File: config.mk
export PLATFORM = sky130hd
export DESIGN_NAME = axis_tg
export DESIGN_NICKNAME = d
export VERILOG_FILES = /design/src/rtl/axis_tg_pkg.sv /design/src/rtl/axis_tg_lfsr.sv /design/src/rtl/axis_tg.sv
export SDC_FILE = /design/constraint.sdc
export NUM_CORES = 1
export LEC_CHECK = 0
export ABC_CLOCK_PERIOD_IN_PS = 11500
export CORE_UTILIZATION = 40
export CTS_CLUSTER_DIAMETER = 50
export CTS_CLUSTER_SIZE = 12
export DETAILED_ROUTE_END_ITERATION = 10
export GPL_TIMING_DRIVEN = 0
export PLACE_DENSITY = 0.66
export SETUP_SLACK_MARGIN = 0.3
export SKIP_CTS_REPAIR_TIMING = 1
export SYNTH_ARGS = -nofsm -noshare
export SYNTH_HDL_FRONTEND = slang
export SYNTH_HIERARCHICAL = 1
export SYNTH_SLANG_ARGS = --single-unit
File: constraint.sdc
create_clock -name clk -period 11.5 [get_ports clk]
set_clock_uncertainty 0.2 [all_clocks]
set_input_delay 2.875 -clock clk [delete_from_list [all_inputs] [get_ports clk]]
set_output_delay 2.875 -clock clk [all_outputs]
set_load 0.02 [all_outputs]
File: src/rtl/axis_tg_pkg.sv
// axis_tg_pkg: shared constants and helpers for the AXI-Stream traffic generator.
//   LOAD_LFSR_* : 16-bit injection LFSR geometry (taps 16,14,13,11)
//   DEST_LFSR_* : 64-bit destination LFSR geometry (taps 64,63,61,60)
//   fix_seed()  : maps an all-zero seed (LFSR lock-up state) to 1
package axis_tg_pkg;

    localparam int unsigned LOAD_LFSR_WIDTH = 16;
    localparam int unsigned DEST_LFSR_WIDTH = 64;

    // Tap masks: bit (n-1) set for tap n; feedback is the XOR of the masked state.
    localparam logic [LOAD_LFSR_WIDTH-1:0] LOAD_LFSR_TAPS = 16'hB400;
    localparam logic [DEST_LFSR_WIDTH-1:0] DEST_LFSR_TAPS = 64'hD800_0000_0000_0000;

    function automatic logic [63:0] fix_seed(input logic [63:0] seed);
        return (seed == 64'd0) ? 64'd1 : seed;
    endfunction

endpackage

File: src/rtl/axis_tg_lfsr.sv
// axis_tg_lfsr: Fibonacci LFSR shifting left, feedback entering bit 0.
//   clk   in  clock
//   rst_n in  synchronous active-low reset (reloads the fixed-up seed)
//   en    in  advance one step this cycle
//   value out low OUT_WIDTH bits of the current (pre-step) state
module axis_tg_lfsr
    import axis_tg_pkg::*;
#(
    parameter int unsigned       WIDTH     = 16,
    parameter int unsigned       OUT_WIDTH = 16,
    parameter logic [WIDTH-1:0]  TAPS      = WIDTH'(LOAD_LFSR_TAPS),
    parameter logic [WIDTH-1:0]  SEED      = WIDTH'(1)
) (
    input  logic                 clk,
    input  logic                 rst_n,
    input  logic                 en,
    output logic [OUT_WIDTH-1:0] value
);

    localparam logic [WIDTH-1:0] SEED_FIX = WIDTH'(fix_seed(64'(SEED)));

    logic [WIDTH-1:0] state_q;

    always_ff @(posedge clk) begin
        if (!rst_n) begin
            state_q <= SEED_FIX;
        end else if (en) begin
            state_q <= {state_q[WIDTH-2:0], ^(state_q & TAPS)};
        end
    end

    assign value = state_q[OUT_WIDTH-1:0];

endmodule

File: src/rtl/axis_tg.sv
// axis_tg: random-injection AXI-Stream traffic generator with per-destination counters.
//   clk, rst_n          clock, synchronous active-low reset
//   load                injection threshold (probability load/65536 per active cycle)
//   num_packets         total packets to generate
//   start               level enable for new injections
//   ticks               free-running timestamp captured into tdata upper half
//   done                all num_packets accepted downstream (sticky until reset)
//   sent_packets        packed per-destination accepted counts, dest i at slice i
//   axis_out_*          AXI-Stream master, single-flit packets from a one-entry register
module axis_tg
    import axis_tg_pkg::*;
#(
    parameter logic [63:0]          DEST_SEED   = 64'h1,
    parameter logic [15:0]          LOAD_SEED   = 16'h1,
    parameter int unsigned          COUNT_WIDTH = 16,
    parameter int unsigned          TDATA_WIDTH = 32,
    parameter int unsigned          TDEST_WIDTH = 2,
    parameter int unsigned          TID_WIDTH   = 2,
    parameter logic [TID_WIDTH-1:0] TID         = '0
) (
    input  logic                                      clk,
    input  logic                                      rst_n,
    input  logic [15:0]                               load,
    input  logic [COUNT_WIDTH-1:0]                    num_packets,
    input  logic                                      start,
    input  logic [TDATA_WIDTH/2-1:0]                  ticks,
    output logic                                      done,
    output logic [(2**TDEST_WIDTH)*COUNT_WIDTH-1:0]   sent_packets,
    output logic                                      axis_out_tvalid,
    input  logic                                      axis_out_tready,
    output logic [TDATA_WIDTH-1:0]                    axis_out_tdata,
    output logic                                      axis_out_tlast,
    output logic [TID_WIDTH-1:0]                      axis_out_tid,
    output logic [TDEST_WIDTH-1:0]                    axis_out_tdest
);

    localparam int                      NUM_DEST = 2**TDEST_WIDTH;
    localparam int unsigned             HALF     = TDATA_WIDTH / 2;
    localparam logic [COUNT_WIDTH-1:0]  CNT_ONE  = COUNT_WIDTH'(1);

    logic [LOAD_LFSR_WIDTH-1:0] load_state;
    logic [TDEST_WIDTH-1:0]     new_dest;

    logic active, inj_evt, hs, load_flit;

    logic [COUNT_WIDTH-1:0] backlog_q, backlog_inc;
    logic [COUNT_WIDTH-1:0] generated_q, total_q, total_d;
    logic [COUNT_WIDTH-1:0] cnt_q [NUM_DEST];
    logic [COUNT_WIDTH-1:0] cnt_d [NUM_DEST];

    logic                   done_q, tvalid_q, tlast_q;
    logic [TDATA_WIDTH-1:0] tdata_q;
    logic [TID_WIDTH-1:0]   tid_q;
    logic [TDEST_WIDTH-1:0] tdest_q;

    axis_tg_lfsr #(
        .WIDTH     (LOAD_LFSR_WIDTH),
        .OUT_WIDTH (LOAD_LFSR_WIDTH),
        .TAPS      (LOAD_LFSR_TAPS),
        .SEED      (LOAD_SEED)
    ) u_load_lfsr (
        .clk   (clk),
        .rst_n (rst_n),
        .en    (active),
        .value (load_state)
    );

    // Steps once per loaded flit; the pre-step value is the new flit's tdest.
    axis_tg_lfsr #(
        .WIDTH     (DEST_LFSR_WIDTH),
        .OUT_WIDTH (TDEST_WIDTH),
        .TAPS      (DEST_LFSR_TAPS),
        .SEED      (DEST_SEED)
    ) u_dest_lfsr (
        .clk   (clk),
        .rst_n (rst_n),
        .en    (load_flit),
        .value (new_dest)
    );

    always_comb begin
        active  = start & ~done_q & (generated_q < num_packets);
        inj_evt = active & (load_state < load);
        hs      = tvalid_q & axis_out_tready;

        backlog_inc = backlog_q;
        if (inj_evt && (backlog_q != '1)) begin
            backlog_inc = backlog_q + CNT_ONE;
        end

        // Refill the output register in the same cycle it drains; tready only
        // reaches registered state, never tvalid combinationally.
        load_flit = (~tvalid_q | hs) & (backlog_inc != '0);

        for (int i = 0; i < NUM_DEST; i++) begin
            cnt_d[i] = cnt_q[i];
        end
        if (hs) begin
            cnt_d[tdest_q] = cnt_q[tdest_q] + CNT_ONE;
        end
        total_d = total_q + (hs ? CNT_ONE : '0);
    end

    always_ff @(posedge clk) begin
        if (!rst_n) begin
            backlog_q   <= '0;
            generated_q <= '0;
            total_q     <= '0;
            done_q      <= 1'b0;
            tvalid_q    <= 1'b0;
            tdata_q     <= '0;
            tid_q       <= '0;
            tdest_q     <= '0;
            tlast_q     <= 1'b0;
            for (int i = 0; i < NUM_DEST; i++) begin
                cnt_q[i] <= '0;
            end
        end else begin
            backlog_q   <= backlog_inc - (load_flit ? CNT_ONE : '0);
            generated_q <= generated_q + (inj_evt ? CNT_ONE : '0);
            total_q     <= total_d;
            done_q      <= done_q | (total_d == num_packets);
            for (int i = 0; i < NUM_DEST; i++) begin
                cnt_q[i] <= cnt_d[i];
            end
            if (load_flit) begin
                tvalid_q <= 1'b1;
                tdest_q  <= new_dest;
                tid_q    <= TID;
                tlast_q  <= 1'b1;
                // Sequence number includes a same-cycle handshake so it never repeats.
                tdata_q  <= {ticks, HALF'(cnt_d[new_dest])};
            end else if (hs) begin
                tvalid_q <= 1'b0;
            end
        end
    end

    for (genvar g = 0; g < NUM_DEST; g++) begin : g_sent
        assign sent_packets[g*COUNT_WIDTH +: COUNT_WIDTH] = cnt_q[g];
    end

    assign done            = done_q;
    assign axis_out_tvalid = tvalid_q;
    assign axis_out_tdata  = tdata_q;
    assign axis_out_tlast  = tlast_q;
    assign axis_out_tid    = tid_q;
    assign axis_out_tdest  = tdest_q;

endmodule

==> results.sh <==
export IMPL_outcome="finished with violations"
export IMPL_failed_checks="design-rule violations"
export IMPL_placedCellCount=1991
export IMPL_fp_dieH_um=180
export IMPL_synthesis_instances=1442
export IMPL_power_frac_comb_pct=44.1
export IMPL_muxShareOfSynthArea_pct=12.8
export IMPL_gp_congestion=0.978
export IMPL_grt_use_total_pct=23.1
export IMPL_critical_path_class="in -> reg"
export IMPL_p_total_mw=3.38
export IMPL_top_layer_used="met5"
export IMPL_synth_top_cells_by_area="dfxtp_1 37%, mux2i_1 9.8%, nor2_1 5.0%, nor2b_1 4.3%, a211oi_1 4.1%"
export IMPL_drtPass1Iterations=11
export IMPL_reg2reg_slack_ns=6.03
export IMPL_crit_arrival_ns=8.24
export IMPL_route_met3_wl_um=3620
export IMPL_syn_to_final_growth_pct=23.2
export IMPL_yosysUniqueCellTypes=72
export IMPL_p_int_mw=2.03
export IMPL_synth_seq_area_share_pct=36.7
export IMPL_syn_area_sq_um=12600
export IMPL_routed_wl_um=38300
export IMPL_dpl_worst_slack_ns=2.91
export IMPL_holdPathEnd="axis_out_tdata[31]$_SDFFE_PN0N_"
export IMPL_worstHoldPathCells=2
export IMPL_io_buffers=152
export IMPL_cts_tree="yes"
export IMPL_slew_headroom_pct=31.3
export IMPL_sw_frac_of_total_pct=40.1
export IMPL_vdd_drop_max_mv=0.143
export IMPL_cts_buffers=29
export IMPL_cts_clk_slew_worst_paths_ns=0.06
export IMPL_post_route_period_util_pct=69.7
export IMPL_ant_nets=0
export IMPL_diodes=0
export IMPL_io_pins=155
export IMPL_start_util_pct=40.9
export IMPL_synth_xor_area_share_pct=5.90
export IMPL_reg2regPathDepth=18
export IMPL_grt_pass1_vias=11100
export IMPL_p_sw_mw=1.36
export IMPL_layout_min_cycle_time_ns=8.01
export IMPL_syn_area_per_cell_sq_um=8.74
export IMPL_antenna_found_initial=1
export IMPL_synth_top_family_by_area="simple AND/OR/NAND/NOR gates"
export IMPL_seq_power_share_pct=30.4
export IMPL_fin_cells=2037
export IMPL_grt_ovfl_total=0
export IMPL_nets=1716
export IMPL_cts_root_buf="clkbuf_16"
export IMPL_startpoint="num_packets[7]"
export IMPL_worst_ep_required_time_ns=11.73
export IMPL_die_x_um=180
export IMPL_clock_latency_ns=0.55
export IMPL_multi_input_area_sq_um=7310
export IMPL_hold_viol=0
export IMPL_finalWorstSetupSlack_ns=3.49
export IMPL_drc=14
export IMPL_synth_top_area_share_pct=36.7
export IMPL_rsz0062_at_grt="false"
export IMPL_async_flop_share_pct=0
export IMPL_min_from="axis_out_tdata[31]$_SDFFE_PN0N_"
export IMPL_synth_compound_area_share_pct=14.4
export IMPL_vias=11500
export IMPL_drt_initial_drc_count=1012
export IMPL_synth_area_leader_cell="dfxtp_1"
export IMPL_coreArea_sq_um=30800
export IMPL_vias_per_cell=5.66
export IMPL_fillCellCount=2867
export IMPL_setup_viol=0
export IMPL_ctsHtreeMaxLevel=1
export IMPL_wl_met2_um=16800
export IMPL_power_leakage_nw=5.95
export IMPL_timing_hold_ws_ns=0.255
export IMPL_regArea_sq_um=4620
export IMPL_m1WireLength_um=16200
export IMPL_layout_drive_gt1_share_pct=6.70
export IMPL_cts_sinks=231
export IMPL_tightest_slew_ns=1.03
export IMPL_max_freq_mhz=125
export IMPL_synth_adder_area_share_pct=3.77
export IMPL_cp_end_kind="flip-flop"
export IMPL_fin_setup_tns_ns=0
export IMPL_max_cap_violations=0
export IMPL_power_density_nw_per_um2=218
export IMPL_clock_path_buffers=3
export IMPL_synth_simple_area_share_pct=21.0
export IMPL_grt_pass1_wl_um=59800
export IMPL_hp_class="reg -> reg"
export IMPL_critPathLaunchType="input port"
export IMPL_r2r_end="backlog_q[12]$_SDFF_PN0_"
export IMPL_clkPwrFrac_pct=25.5
export IMPL_synth_edff_count=0
export IMPL_ys_ff_latch=231
export IMPL_grt_max_degree=16
export IMPL_avgRoutedWirePerCell_um=18.8
export IMPL_synth_ff_type="dfxtp_1"
export IMPL_die_area_sq_um=32200
export IMPL_ys_warn_count=6
export IMPL_post_dp_hpwl_um=27400
export IMPL_num_rows=64
export IMPL_r2r_start="generated_q[7]$_SDFF_PN0_"
export IMPL_slew_violations=0
export IMPL_layout_common_cells="231 x dfxtp_1, 169 x nor2_1, 152 x clkdlybuf4s50_1"
export IMPL_cp_max_fo=12
export IMPL_final_common_cell="dfxtp_1"
power by group through the flow:
stage | clock [mW] | sequential (mW) | combinational [mW]
final | 0.862 | 1.03 | 1.49
after detailed placement | 0 | 1.04 | 1.46
after global placement | 0 | 1.04 | 1.44
after global routing | 0.913 | 1.04 | 1.60
after floorplan | 0 | 1.09 | 0.944
after CTS | 0.881 | 1.03 | 1.47
cells in the mapped netlist (16+ instances only):
master / n
nand3_1: 37
nand2_1: 114
dfxtp_1: 231
ha_1: 38
nor3_1: 29
mux2i_1: 123
clkbuf_1: 66
nand4_1: 23
nor2b_1: 87
nor2_1: 169
xor2_1: 37
mux4_2: 16
a21oi_1: 63
xnor2_1: 46
o21ai_0: 34
inv_1: 44
a211oi_1: 68
flip-flops by register name (all words and copies together), names as in the netlist, named ones only:
| signal | count |
|---|---|
| axis_out_tdata | 32 |
| axis_out_tlast | 1 |
| generated_q | 16 |
| u_dest_lfsr/state_q | 64 |
| cnt_q | 64 |
| total_q | 16 |
| u_load_lfsr/value | 16 |
| done | 1 |
| backlog_q | 16 |
| axis_out_tdest | 2 |
| axis_out_tvalid | 1 |
kinds of logic after synthesis:
family                   after synthesis
AO/OA/AOI/OAI                        263
XOR/XNOR                              84
multiplexers                         141
adder cells (fa/ha/maj)               38
other                                  1
buffers and inverters                146
flip-flops                           231
AND/OR/NAND/NOR                      538
critical path: stages:
cell,delay (ns)
clkdlybuf4s50_1,0.46
inv_1,0.07
ha_1,0.34
a21oi_1,0.15
nand3_1,0.08
a21oi_1,0.28
nand3_2,0.26
buf_2,0.27
nor3_2,0.44
mux2_2,0.43
o211ai_1,0.37
o21ai_4,0.16
inv_2,0.11
buf_6,0.21
ha_1,0.25
ha_1,0.24
inv_1,0.16
nor4_1,0.67
a21oi_1,0.15
a31o_2,0.23
per-stage QoR:
stage | util (%) | instance area (sq um)
2_1_floorplan | - | 12600
3_3_place_gp | 47.4 | 14600
3_5_place_dp | 47.4 | 14600
4_1_cts | 50.4 | 15500
5_1_grt | 50.4 | 15500
6_report | 50.4 | 15500
worst max-delay path by stage:
stage,endpoint,slack [ns],depth (start not counted)
after floorplan,backlog_q[12]$_SDFF_PN0_,4.43,19
final,backlog_q[12]$_SDFF_PN0_,3.49,20
after CTS,backlog_q[12]$_SDFF_PN0_,3.45,20
after global placement,backlog_q[12]$_SDFF_PN0_,2.97,20
after detailed placement,backlog_q[12]$_SDFF_PN0_,2.91,20
after global routing,backlog_q[12]$_SDFF_PN0_,3.04,20
metal layers:
layer  vias to the layer above  track usage (%)
met2                       565             37.0
li1                       5484                -
met4                         2             10.4
met1                      5356             30.3
met5                         -                0
met3                       121             4.05
cell type report:
type | instances | share of cell area, %
plain buffers | 99 | 3.18
well taps | 396 | 3.19
repair buffers | 152 | 9.80
multi-input cells | 1066 | 47.1
inverters | 47 | 1.14
clock inverters | 12 | 0.830
flip-flops and latches | 231 | 29.8
clock buffers | 34 | 4.99
No activity file was read; power rests on OpenSTA's default activity.
